--- src/rtl/const_mod_seq_if.sv ---
// Operand/result handshake bundle for the sequential constant-modulo unit.
// master drives operands and result acceptance; slave is the remainder engine.
interface const_mod_seq_if #(
    parameter int W  = 64,
    parameter int RW = 4
);
    logic          in_valid;
    logic          in_ready;
    logic [W-1:0]  X;
    logic          out_valid;
    logic          out_ready;
    logic [RW-1:0] R;
    logic          busy;

    modport master (
        output in_valid, X, out_ready,
        input  in_ready, out_valid, R, busy
    );

    modport slave (
        input  in_valid, X, out_ready,
        output in_ready, out_valid, R, busy
    );
endinterface

--- src/rtl/const_mod_seq.sv ---
// X mod D for constant odd D, CHUNK bits per cycle MSB first; result N=ceil(W/CHUNK) cycles after accept.
// One operation in flight: in_ready only in IDLE, result held in DONE until out_ready.
module const_mod_seq #(
    parameter int W     = 64,
    parameter int D     = 11,
    parameter int CHUNK = 6
) (
    input  logic            clk,
    input  logic            rst_n,
    const_mod_seq_if.slave  io
);
    localparam int RW = $clog2(D);
    localparam int N  = (W + CHUNK - 1) / CHUNK;
    localparam int SW = N * CHUNK;
    localparam int CW = (N > 1) ? $clog2(N) : 1;
    localparam int LN = D << CHUNK;

    typedef enum logic [1:0] {IDLE, ACCUM, DONE} state_t;

    state_t        state;
    state_t        state_nxt;
    logic [SW-1:0] sr;
    logic [RW-1:0] r;
    logic [RW-1:0] res;
    logic [CW-1:0] cnt;
    logic [RW-1:0] r_nxt;
    logic          last;

    // Residue table: entry {r, chunk} holds (r*2^CHUNK + chunk) mod D; r < D keeps the index in range.
    logic [RW-1:0] lut [LN];
    generate
        for (genvar i = 0; i < LN; i++) begin : g_lut
            assign lut[i] = RW'(i % D);
        end
    endgenerate

    assign r_nxt = lut[{r, sr[SW-1 -: CHUNK]}];
    assign last  = (cnt == CW'(N - 1));

    always_comb begin
        state_nxt    = state;
        io.in_ready  = 1'b0;
        io.out_valid = 1'b0;
        io.busy      = 1'b1;
        io.R         = res;
        case (state)
            IDLE: begin
                io.in_ready = 1'b1;
                io.busy     = 1'b0;
                if (io.in_valid) state_nxt = ACCUM;
            end
            ACCUM: begin
                if (last) state_nxt = DONE;
            end
            DONE: begin
                io.out_valid = 1'b1;
                if (io.out_ready) state_nxt = IDLE;
            end
            default: state_nxt = IDLE;
        endcase
    end

    always_ff @(posedge clk) begin
        if (!rst_n) begin
            state <= IDLE;
            sr    <= '0;
            r     <= '0;
            cnt   <= '0;
            res   <= '0;
        end else begin
            state <= state_nxt;
            case (state)
                IDLE: begin
                    if (io.in_valid) begin
                        sr  <= SW'(io.X);
                        r   <= '0;
                        cnt <= '0;
                    end
                end
                ACCUM: begin
                    r   <= r_nxt;
                    sr  <= sr << CHUNK;
                    cnt <= cnt + 1'b1;
                    if (last) res <= r_nxt;
                end
                default: ;
            endcase
        end
    end
endmodule
--- src/flat_wrapper.sv ---
// flat-port wrapper written by rule: the top's interface ports become plain ports
module const_mod_seq_flat 
#(
    parameter int W     = 64,
    parameter int D     = 11,
    parameter int CHUNK = 6
)
  (clk, rst_n, io_in_valid, io_X, io_out_ready, io_in_ready, io_out_valid, io_R, io_busy);
  const_mod_seq_if #(.W(W)) io_i ();
  input  logic clk;
  input  logic rst_n;
  input wire logic [$bits(io_i.in_valid)-1:0] io_in_valid;
  input wire logic [$bits(io_i.X)-1:0] io_X;
  input wire logic [$bits(io_i.out_ready)-1:0] io_out_ready;
  output wire logic [$bits(io_i.in_ready)-1:0] io_in_ready;
  output wire logic [$bits(io_i.out_valid)-1:0] io_out_valid;
  output wire logic [$bits(io_i.R)-1:0] io_R;
  output wire logic [$bits(io_i.busy)-1:0] io_busy;
  assign io_i.in_valid = io_in_valid;
  assign io_i.X = io_X;
  assign io_i.out_ready = io_out_ready;
  assign io_in_ready = io_i.in_ready;
  assign io_out_valid = io_i.out_valid;
  assign io_R = io_i.R;
  assign io_busy = io_i.busy;
  const_mod_seq #(.W(W), .D(D), .CHUNK(CHUNK)) u_core (.clk(clk), .rst_n(rst_n), .io(io_i));
endmodule
--- config.mk ---
export PLATFORM = sky130hd
export DESIGN_NAME = const_mod_seq_flat
export DESIGN_NICKNAME = d
export VERILOG_FILES = /design/src/rtl/const_mod_seq_if.sv /design/src/rtl/const_mod_seq.sv /design/src/flat_wrapper.sv
export SDC_FILE = /design/constraint.sdc
export NUM_CORES = 1
export LEC_CHECK = 0
export ABC_AREA = 1
export BUFFER_PORTS_ARGS = -buffer_cell sky130_fd_sc_hd__buf_2
export CAP_MARGIN = 5
export CELL_PAD_IN_SITES_DETAIL_PLACEMENT = 1
export CELL_PAD_IN_SITES_GLOBAL_PLACEMENT = 1
export CORE_ASPECT_RATIO = 0.7
export CORE_MARGIN = 2
export CORE_UTILIZATION = 43
export DETAILED_ROUTE_END_ITERATION = 10
export PLACE_DENSITY_LB_ADDON = 0.1
export RECOVER_POWER = 25
export SKIP_CTS_REPAIR_TIMING = 1
export SYNTH_ARGS = -nofsm -noshare
export SYNTH_HDL_FRONTEND = slang
export SYNTH_SLANG_ARGS = --single-unit
--- constraint.sdc ---
create_clock -name clk -period 5 [get_ports clk]
set_input_delay 0.75 -clock clk [delete_from_list [all_inputs] [get_ports clk]]
set_output_delay 0.75 -clock clk [all_outputs]
set_load 0.005 [all_outputs]
======== Yosys cells after proc, flatten, opt, wreduce, memory -nomap -nowiden ========
Memories as Yosys holds them, arrays and structs flattened.
Index checks and enable logic that the tools add are counted.
word-level totals
  flip-flop bits (word level) ............. 80
  latch bits .............................. 0
  RAM bits ................................ 0
  ROM bits ................................ 4,096
  bits of input ports ..................... 68
  word-level logic and storage cells ...... 34
  memories ................................ 1
memories
  name              depth  width  read ports  clocked after Yosys merged registers in  write ports  line                 text
  (name not given)  1,024  4      1           0                                        0            const_mod_seq.sv:37  assign r_nxt = lut[{r, sr[SW-1 -: CHUNK]}];
operators by class
  add/sub/neg operators ................... 1
  multiply operators ...................... 0
  divide/modulo/power cells ............... 0
  magnitude comparators ................... 1
  equality and inequality tests ........... 6
  shifts and indexed selects .............. 0
  multiplexer cells ....................... 14
  bitwise gates (word level) .............. 1
  reduce and logical (&&, ||, !) cells .... 5
operators with widths
  cell                    count
  $pmux W66 S2            1
  $mux W66                1
  $pmux W4 S2             2
  $mux W4                 3
  $ge A11 B11 Y1 const B  1
  $not A10 Y11            1
  $mux W2                 3
  $pmux W2 S3             1
  $add A4 B1 Y4 const B   1
  $eq A4 B4 Y1 const B    1
  $ne A2 B2 Y1 const B    2
  $reduce_and A2 Y1       2
  $mux W1                 3
  $reduce_and A3 Y1       1
  $eq A2 B1 Y1 const B    1
  $eq A2 B2 Y1 const B    1
  $logic_not A2 Y1        1
  $ne A2 B1 Y1 const B    1
  $reduce_bool A2 Y1      1

======== Depth between registers and ports, before layout ========
Gate-level depths: netlist of run 1.
  depth in word-level cells ............... 5
  mapped depth ............................ 17

======== Worst setup path after synthesis of run 1 ========
OpenSTA, ideal clock, no wires.
  kind .................................... register to register
  from .................................... register u_core.sr[61]
  to ...................................... register u_core.r[1]
  library setup time ...................... 0.132 ns
  arrival ................................. 1.751 ns
  required time ........................... 4.868 ns
  slack ................................... 3.117 ns
  stages on the path, launching flop included .. 14
  clock period less this slack ............ 1.883 ns
  cells stage by stage .................... dfxtp_1 > inv_1 > ha_1 > inv_1 > nand2_1 > nand3_1 > nand3_1 > nand2_1 > nand2_1 > nand2_1 > o211ai_1 > nand3_1 > nand3_1 > a21oi_1
on the way
  cells in the longest elaborated chain, start to end .. 5
RTL lines
  element                                      line                 text
  start: declaration                           const_mod_seq.sv:22  logic [SW-1:0] sr;
  start signal: assignment                     const_mod_seq.sv:75  sr <= SW'(io.X);
  start signal: assignment                     const_mod_seq.sv:82  sr <= sr << CHUNK;
  $not A10 Y11 (not written as such)           const_mod_seq.sv:37
  $mem_v2 Z1024 W4                             -
  $mux W4 (not written as such) (2 in series)  const_mod_seq.sv:37
  $pmux W4 S2                                  const_mod_seq.sv:72  case (state)
  end signal: assignment                       const_mod_seq.sv:81  r <= r_nxt;
  end: declaration                             const_mod_seq.sv:23  logic [RW-1:0] r;
Every way passes these cells. The select of a mux whose other input is x is not followed.
A chain may end at the register's enable or synchronous reset.

======== Worst setup path in the final report of run 1 ========
  from .................................... input rst_n
  to ...................................... register u_core.cnt[2]
RTL lines
  element                 line                 text
  start: declaration      flat_wrapper.sv:11   input logic rst_n;
  end signal: assignment  const_mod_seq.sv:83  cnt <= cnt + 1'b1;
  end: declaration        const_mod_seq.sv:25  logic [CW-1:0] cnt;
No word-level cell between the ends.

==> results of run 1 <==
==> final cells by class <==
class / instances / area share
flip-flops and latches: 80 / 0.2764
well taps: 157 / 0.03390
repair buffers: 81 / 0.07212
multi-input cells: 632 / 0.5353
clock inverters: 6 / 0.01576
inverters: 39 / 0.02526
clock buffers: 10 / 0.04124
==> where the power goes <==
part | leakage (nW) | switching (mW) | internal [mW] | total, mW
Sequential | 0.659 | 0.0426 | 0.691 | 0.733
Clock | 0.163 | 0.264 | 0.453 | 0.717
Combinational | 1.75 | 0.322 | 0.158 | 0.480
Total | 2.57 | 0.628 | 1.30 | 1.93
==> routing by layer <==
metal	routed length, um	GRT usage	part of all wire
met5	0	0	0
met4	114	0.04474	0.0062
met3	1233	0.05316	0.067
met2	7961	0.4345	0.43
met1	9159	0.4208	0.50
==> per-stage QoR <==
| step | utilization | instance area (um2) | total power [mW] | std cells |
|---|---|---|---|---|
| after floorplan | - | 5115 | 1.072 | 811 |
| after global placement | 0.4697 | 5469 | 1.192 | 989 |
| after detailed placement | 0.4697 | 5469 | 1.214 | 989 |
| after CTS | 0.4981 | 5799 | 1.933 | 1005 |
| after global routing | 0.4976 | 5794 | 2.031 | 1005 |
| final | 0.4976 | 5794 | 1.930 | 1005 |
==> kinds of logic (layout without fill, tap and decap cells) <==
group                      count (synthesis)  count (layout)  share of synthesized area
DFF                                       80              80                     0.3131
AOI/OAI and AO/OA                        101             101                     0.1389
adders and majority gates                 10              10                    0.02446
and+or+nand+nor                          521             521                     0.4430
buffers and inverters                     99             136                    0.08048
==> sequential cells by signal (all words and copies together), names as in the netlist <==
signal,flops
u_core.cnt,4
u_core.sr,66
u_core.io.R,4
u_core.state,2
u_core.r,4
==> cell usage after synthesis (8+ instances only) <==
| cell | instances |
|---|---|
| nor2_1 | 98 |
| ha_1 | 10 |
| o21ai_0 | 10 |
| nand3_1 | 238 |
| inv_2 | 8 |
| dfxtp_1 | 80 |
| buf_1 | 10 |
| o221ai_1 | 44 |
| buf_2 | 20 |
| a21oi_1 | 27 |
| clkbuf_1 | 26 |
| inv_1 | 31 |
| nand2_1 | 180 |
==> worst max-delay path by stage <==
stage                              from        endpoint  slack (ns)  depth (start not counted)
after floorplan           u_core.sr[61]     u_core.r[1]        3.12                         13
after global placement      io_in_valid   u_core.sr[50]        2.31                          9
after detailed placement    io_in_valid   u_core.sr[50]        2.22                          9
after CTS                 u_core.sr[62]  u_core.io.R[2]        2.20                         15
after global routing              rst_n   u_core.cnt[2]        1.06                          3
final                             rst_n   u_core.cnt[2]        1.26                          3
==> worst max-delay path, delay by kind of cell <==
family,cells,cell delay (ns)
buffers and inverters,2,2.67
AOI/OAI and AO/OA,1,0.53
==> summary.txt, run 1 <==
Outcome
  • Status: finished with violations
  • Failing checks: max-capacitance violations, max-slew violations

Clock tree
  • CTS buffer count: 9
  • Clk pin slew, worst setup/hold paths: 0.06 ns
  • Clk_lat worst skew: 0.33 ns
  • H-tree depth: 3
  • Maximum buffer depth of the clock tree: 2
  • Root buffer cell: clkbuf_16
  • CTS Sinks: 80
  • CTS tree: done

Detailed routing
  • Vias: 6002
  • 1st-iter DRT viols: 523
  • Drt via density: 5.972
  • Routed length per instance: 18.38 um
  • DRT Wirelength: 18470 um
  • Remaining DRCs: 0
  • Post-route ant nets: 0
  • DR pass1 iterations: 5

Global route
  • Grt ovf: 0
  • Initial antenna violation count: 0
  • GR Util All Layers: 0.2837
  • First-pass GRT wire length: 29020 um
  • Vias in the first global route: 5667
  • Largest net degree at the start of global routing: 54

Yosys
  • Seq cells post-synth: 80
  • Top cells by area, synth: dfxtp_1 31%, nand3_1 23%, nand2_1 13%
  • Mapped Nets: 889
  • Post-synth EDFFs: 0
  • Synthesized instance count: 811
  • Synth Area per Inst: 6.307 um2
  • Share of the synthesized area in the top cell type: 0.3131
  • Synth area leader: dfxtp_1
  • Cell Area, Synth: 0.005115 mm2
  • Warnings from Yosys: 0
  • Sequential area share after synthesis: 0.3131
  • Synth Flop Type: dfxtp_1
  • Netlist cell types: 24
  • Post-synth ARST share: 0

STA
  • Final hold vios: 0
  • Final setup vio count: 0
  • Fin crit share: 0.7472
  • Final Skew: 0.005221 ns
  • RSZ-0062 raised after global routing: no
  • Worst-Margin Slew: 2.205 ns
  • Max frequency: 267.7 MHz
  • Post-route setup slack: 1.264 ns
  • Slew headroom: -0.4703
  • Hold slack final: 0.4711 ns
  • Crit path time final: 3.736 ns
  • Setup TNS: 0 ns
  • Max Transition Viols Final: 54

Cells and area
  • Layout overhead on the synthesized area: 13.28%
  • Commonest non-fill, non-tap cells in the layout: 238 x nand3_1, 180 x nand2_1, 98 x nor2_1, 80 x dfxtp_1, 68 x buf_2
  • Commonest non-fill, non-tap cell in the layout: nand3_1
  • Diodes inserted: 0
  • Multi-input gate area: 0.003102 mm2
  • Nets: 921
  • FF/Latch Area: 0.001602 mm2
  • Layout cells sized above 1: 0.1203
  • Fillcell total: 1606

Power and ir drop
  • Pwr Density: 333.2 mW/mm2
  • Leak Pwr: 2.573 nW
  • Worst vdd rail ir drop: 0.0001659 V

Placement
  • Routability cong.: 0.8978
  • PortBufs: 74
  • Hpwl dp: 13110 um
  • Post-place setup slack: 2.222 ns

Die
  • # rows: 33
  • Die Y: 95.25 um
  • Core Area: 0.01164 mm2
  • I/O Pins: 75
  • Initial Utilization: 0.4393
  • Chip Width: 134.4 um
  • Die area: 0.01280 mm2

Worst setup path
  • Crit. End Element: flip-flop
  • CP Data Arrival Time: 3.96 ns
  • CP startpoint kind: primary input
  • Critical-path cell list: clkbuf_1 -> inv_1 -> a311oi_1
  • Crit Reg-Reg Endpoint: u_core.io.R[2]
  • Critical path's slowest cell: clkbuf_1
  • R2R Setup Slk: 2.13 ns
  • Slowest Stage Delay on Critical Path: 1.55 ns
  • Crit path max fanout: 53
  • Setup Crit Path Kind: in2reg
  • R2r worst-path depth: 15
  • Required time worst endpoint: 5.22 ns
  • R2r startpoint: u_core.sr[62]

Run
  • Max Cap Viol: 1

Worst hold path
  • Worst hold endpoint: u_core.sr[0]
  • Worst Hold Depth: 2
  • Hold Crit Start: u_core.sr[0]
  • HP Class: reg2reg
(Power assumes the default switching activity.)
==> run 2, diff against run 1 <==
Settings changed: ABC_AREA 1 to 0, CORE_UTILIZATION 43 to 39.
Clock period 5 ns to 3.3 ns, I/O delays scaled along.
==> summary.txt, run 2 <==
STA
  • Final Skew: 0.008088 ns
  • RSZ-0062 raised after global routing: no
  • Slew headroom: 0.1338
  • Hold slack final: 0.4357 ns
  • Final hold vios: 0
  • Final setup vio count: 0
  • Worst-Margin Slew: 1.299 ns
  • Crit path time final: 2.972 ns
  • Post-route setup slack: 0.3276 ns
  • Fin crit share: 0.9007
  • Setup TNS: 0 ns
  • Max frequency: 336.4 MHz
  • Max Transition Viols Final: 0

Power and ir drop
  • Final total power: 3.244 mW
  • Leak Pwr: 2.520 nW
  • Pwr Density: 492.2 mW/mm2
  • Worst vdd rail ir drop: 0.0002367 V

Worst setup path
  • CP Data Arrival Time: 3.23 ns
  • Setup Crit Path Kind: reg2reg
  • R2R Setup Slk: 0.33 ns
  • Crit. End Element: flip-flop
  • Crit path max fanout: 34
  • Required time worst endpoint: 3.56 ns
  • CP startpoint kind: flip-flop

Cells and area
  • Fin util: 0.4476
  • Commonest non-fill, non-tap cells in the layout: 144 x nor2_1, 77 x dfxtp_1, 70 x buf_2, 51 x a21oi_1, 49 x o221ai_1
  • Final instance count without filler cells: 1003
  • Commonest non-fill, non-tap cell in the layout: nor2_1
  • Largest register FFs: 66
  • Layout overhead on the synthesized area: 11.71%
  • Final instance area: 0.006590 mm2
  • Multi-input gate area: 0.003815 mm2
  • Nets: 881
  • Diodes inserted: 0
  • FF/Latch Area: 0.001605 mm2
  • Fillcell total: 1815
  • Largest reg by FF count: u_core.sr
  • Layout cells sized above 1: 0.1894

Yosys
  • Synth Flop Type: dfxtp_1
  • Seq cells post-synth: 80
  • Synthesized instance count: 776
  • Top cells by area, synth: dfxtp_1 27%, nor2_1 9.2%, o221ai_1 7.3%
  • Post-synth EDFFs: 0
  • Share of the synthesized area in the top cell type: 0.2715
  • Sequential area share after synthesis: 0.2715
  • Synth Area per Inst: 7.602 um2
  • Netlist cell types: 81
  • Synth area leader: dfxtp_1
  • Cell Area, Synth: 0.005899 mm2
  • Top-count cell post-synth: nor2_1
  • Mapped Nets: 854
  • Post-synth ARST share: 0
  • Post-synth top cells: 145 x nor2_1, 80 x dfxtp_1, 51 x a21oi_1
  • Warnings from Yosys: 0

Die
  • Die Y: 106.9 um
  • I/O Pins: 75
  • Chip Width: 151 um
  • Core Area: 0.01472 mm2
  • Initial Utilization: 0.4007
  • Die area: 0.01614 mm2
  • # rows: 37

Clock tree
  • H-tree depth: 3
  • CTS Sinks: 80
  • Clk_lat worst skew: 0.34 ns
  • CTS buffer count: 9
  • Maximum buffer depth of the clock tree: 2
  • Root buffer cell: clkbuf_16
  • CTS tree: done
  • Clk pin slew, worst setup/hold paths: 0.07 ns

Global route
  • GR Util All Layers: 0.2680
  • Grt ovf: 0
  • Vias in the first global route: 6211
  • Largest net degree at the start of global routing: 65
  • First-pass GRT wire length: 34020 um
  • Initial antenna violation count: 0

Placement
  • Placed cell count: 987
  • Post-place setup slack: 0.4297 ns
  • Routability cong.: 0.9788
  • PortBufs: 74
  • Hpwl dp: 15610 um
  • DP Area: 0.006280 mm2

Detailed routing
  • Drt via density: 6.259
  • DR pass1 iterations: 5
  • Remaining DRCs: 0
  • Post-route ant nets: 0
  • Vias: 6278
  • 1st-iter DRT viols: 662
  • Routed length per instance: 21.17 um
  • DRT Wirelength: 21240 um

Worst hold path
  • HP Class: in2reg

Run
  • Max Cap Viol: 0

Outcome
  • Status: complete, no violations
## run 2: layout make-up
type	instances	area share
Clock inverter	6	0.01405
Tap cell	195	0.03702
Timing Repair Buffer	100	0.08601
Sequential cell	80	0.2436
Inverter	10	0.005696
Clock buffer	10	0.03474
Multi-Input combinational cell	602	0.5789
## run 2: worst max-delay path, stage by stage (launching register included)
cell      delay [ns]
dfxtp_2         0.79
buf_4           0.27
buf_4           0.19
nand2_1         0.22
o32ai_1         0.45
nor2_1          0.08
a221oi_1        0.32
nor4_1          0.12
nand2_1         0.08
o211ai_1        0.17
o21ai_1         0.20
## run 2: power by group
part           internal (mW)  switching (mW)  total (mW)
Clock                  0.667           0.410        1.08
Sequential              1.05          0.0724        1.12
Combinational          0.394           0.651        1.04
## run 2: routing by layer
layer,GRT usage,vias up,share of wire
met5,0,-,0
met4,0.03738,0,0.0079
met3,0.08340,23,0.093
met2,0.3776,246,0.40
met1,0.4049,3070,0.50
li1,-,2939,-
## run 2: path summary, 6_finish.rpt
check / start / endpoint / cells after the start
setup reg to reg: u_core.sr[62] / u_core.r[2] / 10
setup / recovery: u_core.sr[62] / u_core.r[2] / 10
hold reg to reg: u_core.io.R[0] / u_core.io.R[0] / 2
hold / removal: io_X[1] / u_core.sr[1] / 3
## run 2: cell families (layout without fill, tap and decap cells)
kind of cell / count (synthesis) / count (layout) / synth area share
buffers and inverters: 94 / 126 / 0.08314
flip-flops: 80 / 80 / 0.2715
AND/OR/NAND/NOR: 311 / 311 / 0.2526
multiplexers: 11 / 11 / 0.02121
XOR/XNOR: 4 / 4 / 0.007213
adder cells (fa/ha/maj): 10 / 10 / 0.02121
AO/OA/AOI/OAI: 266 / 266 / 0.3432
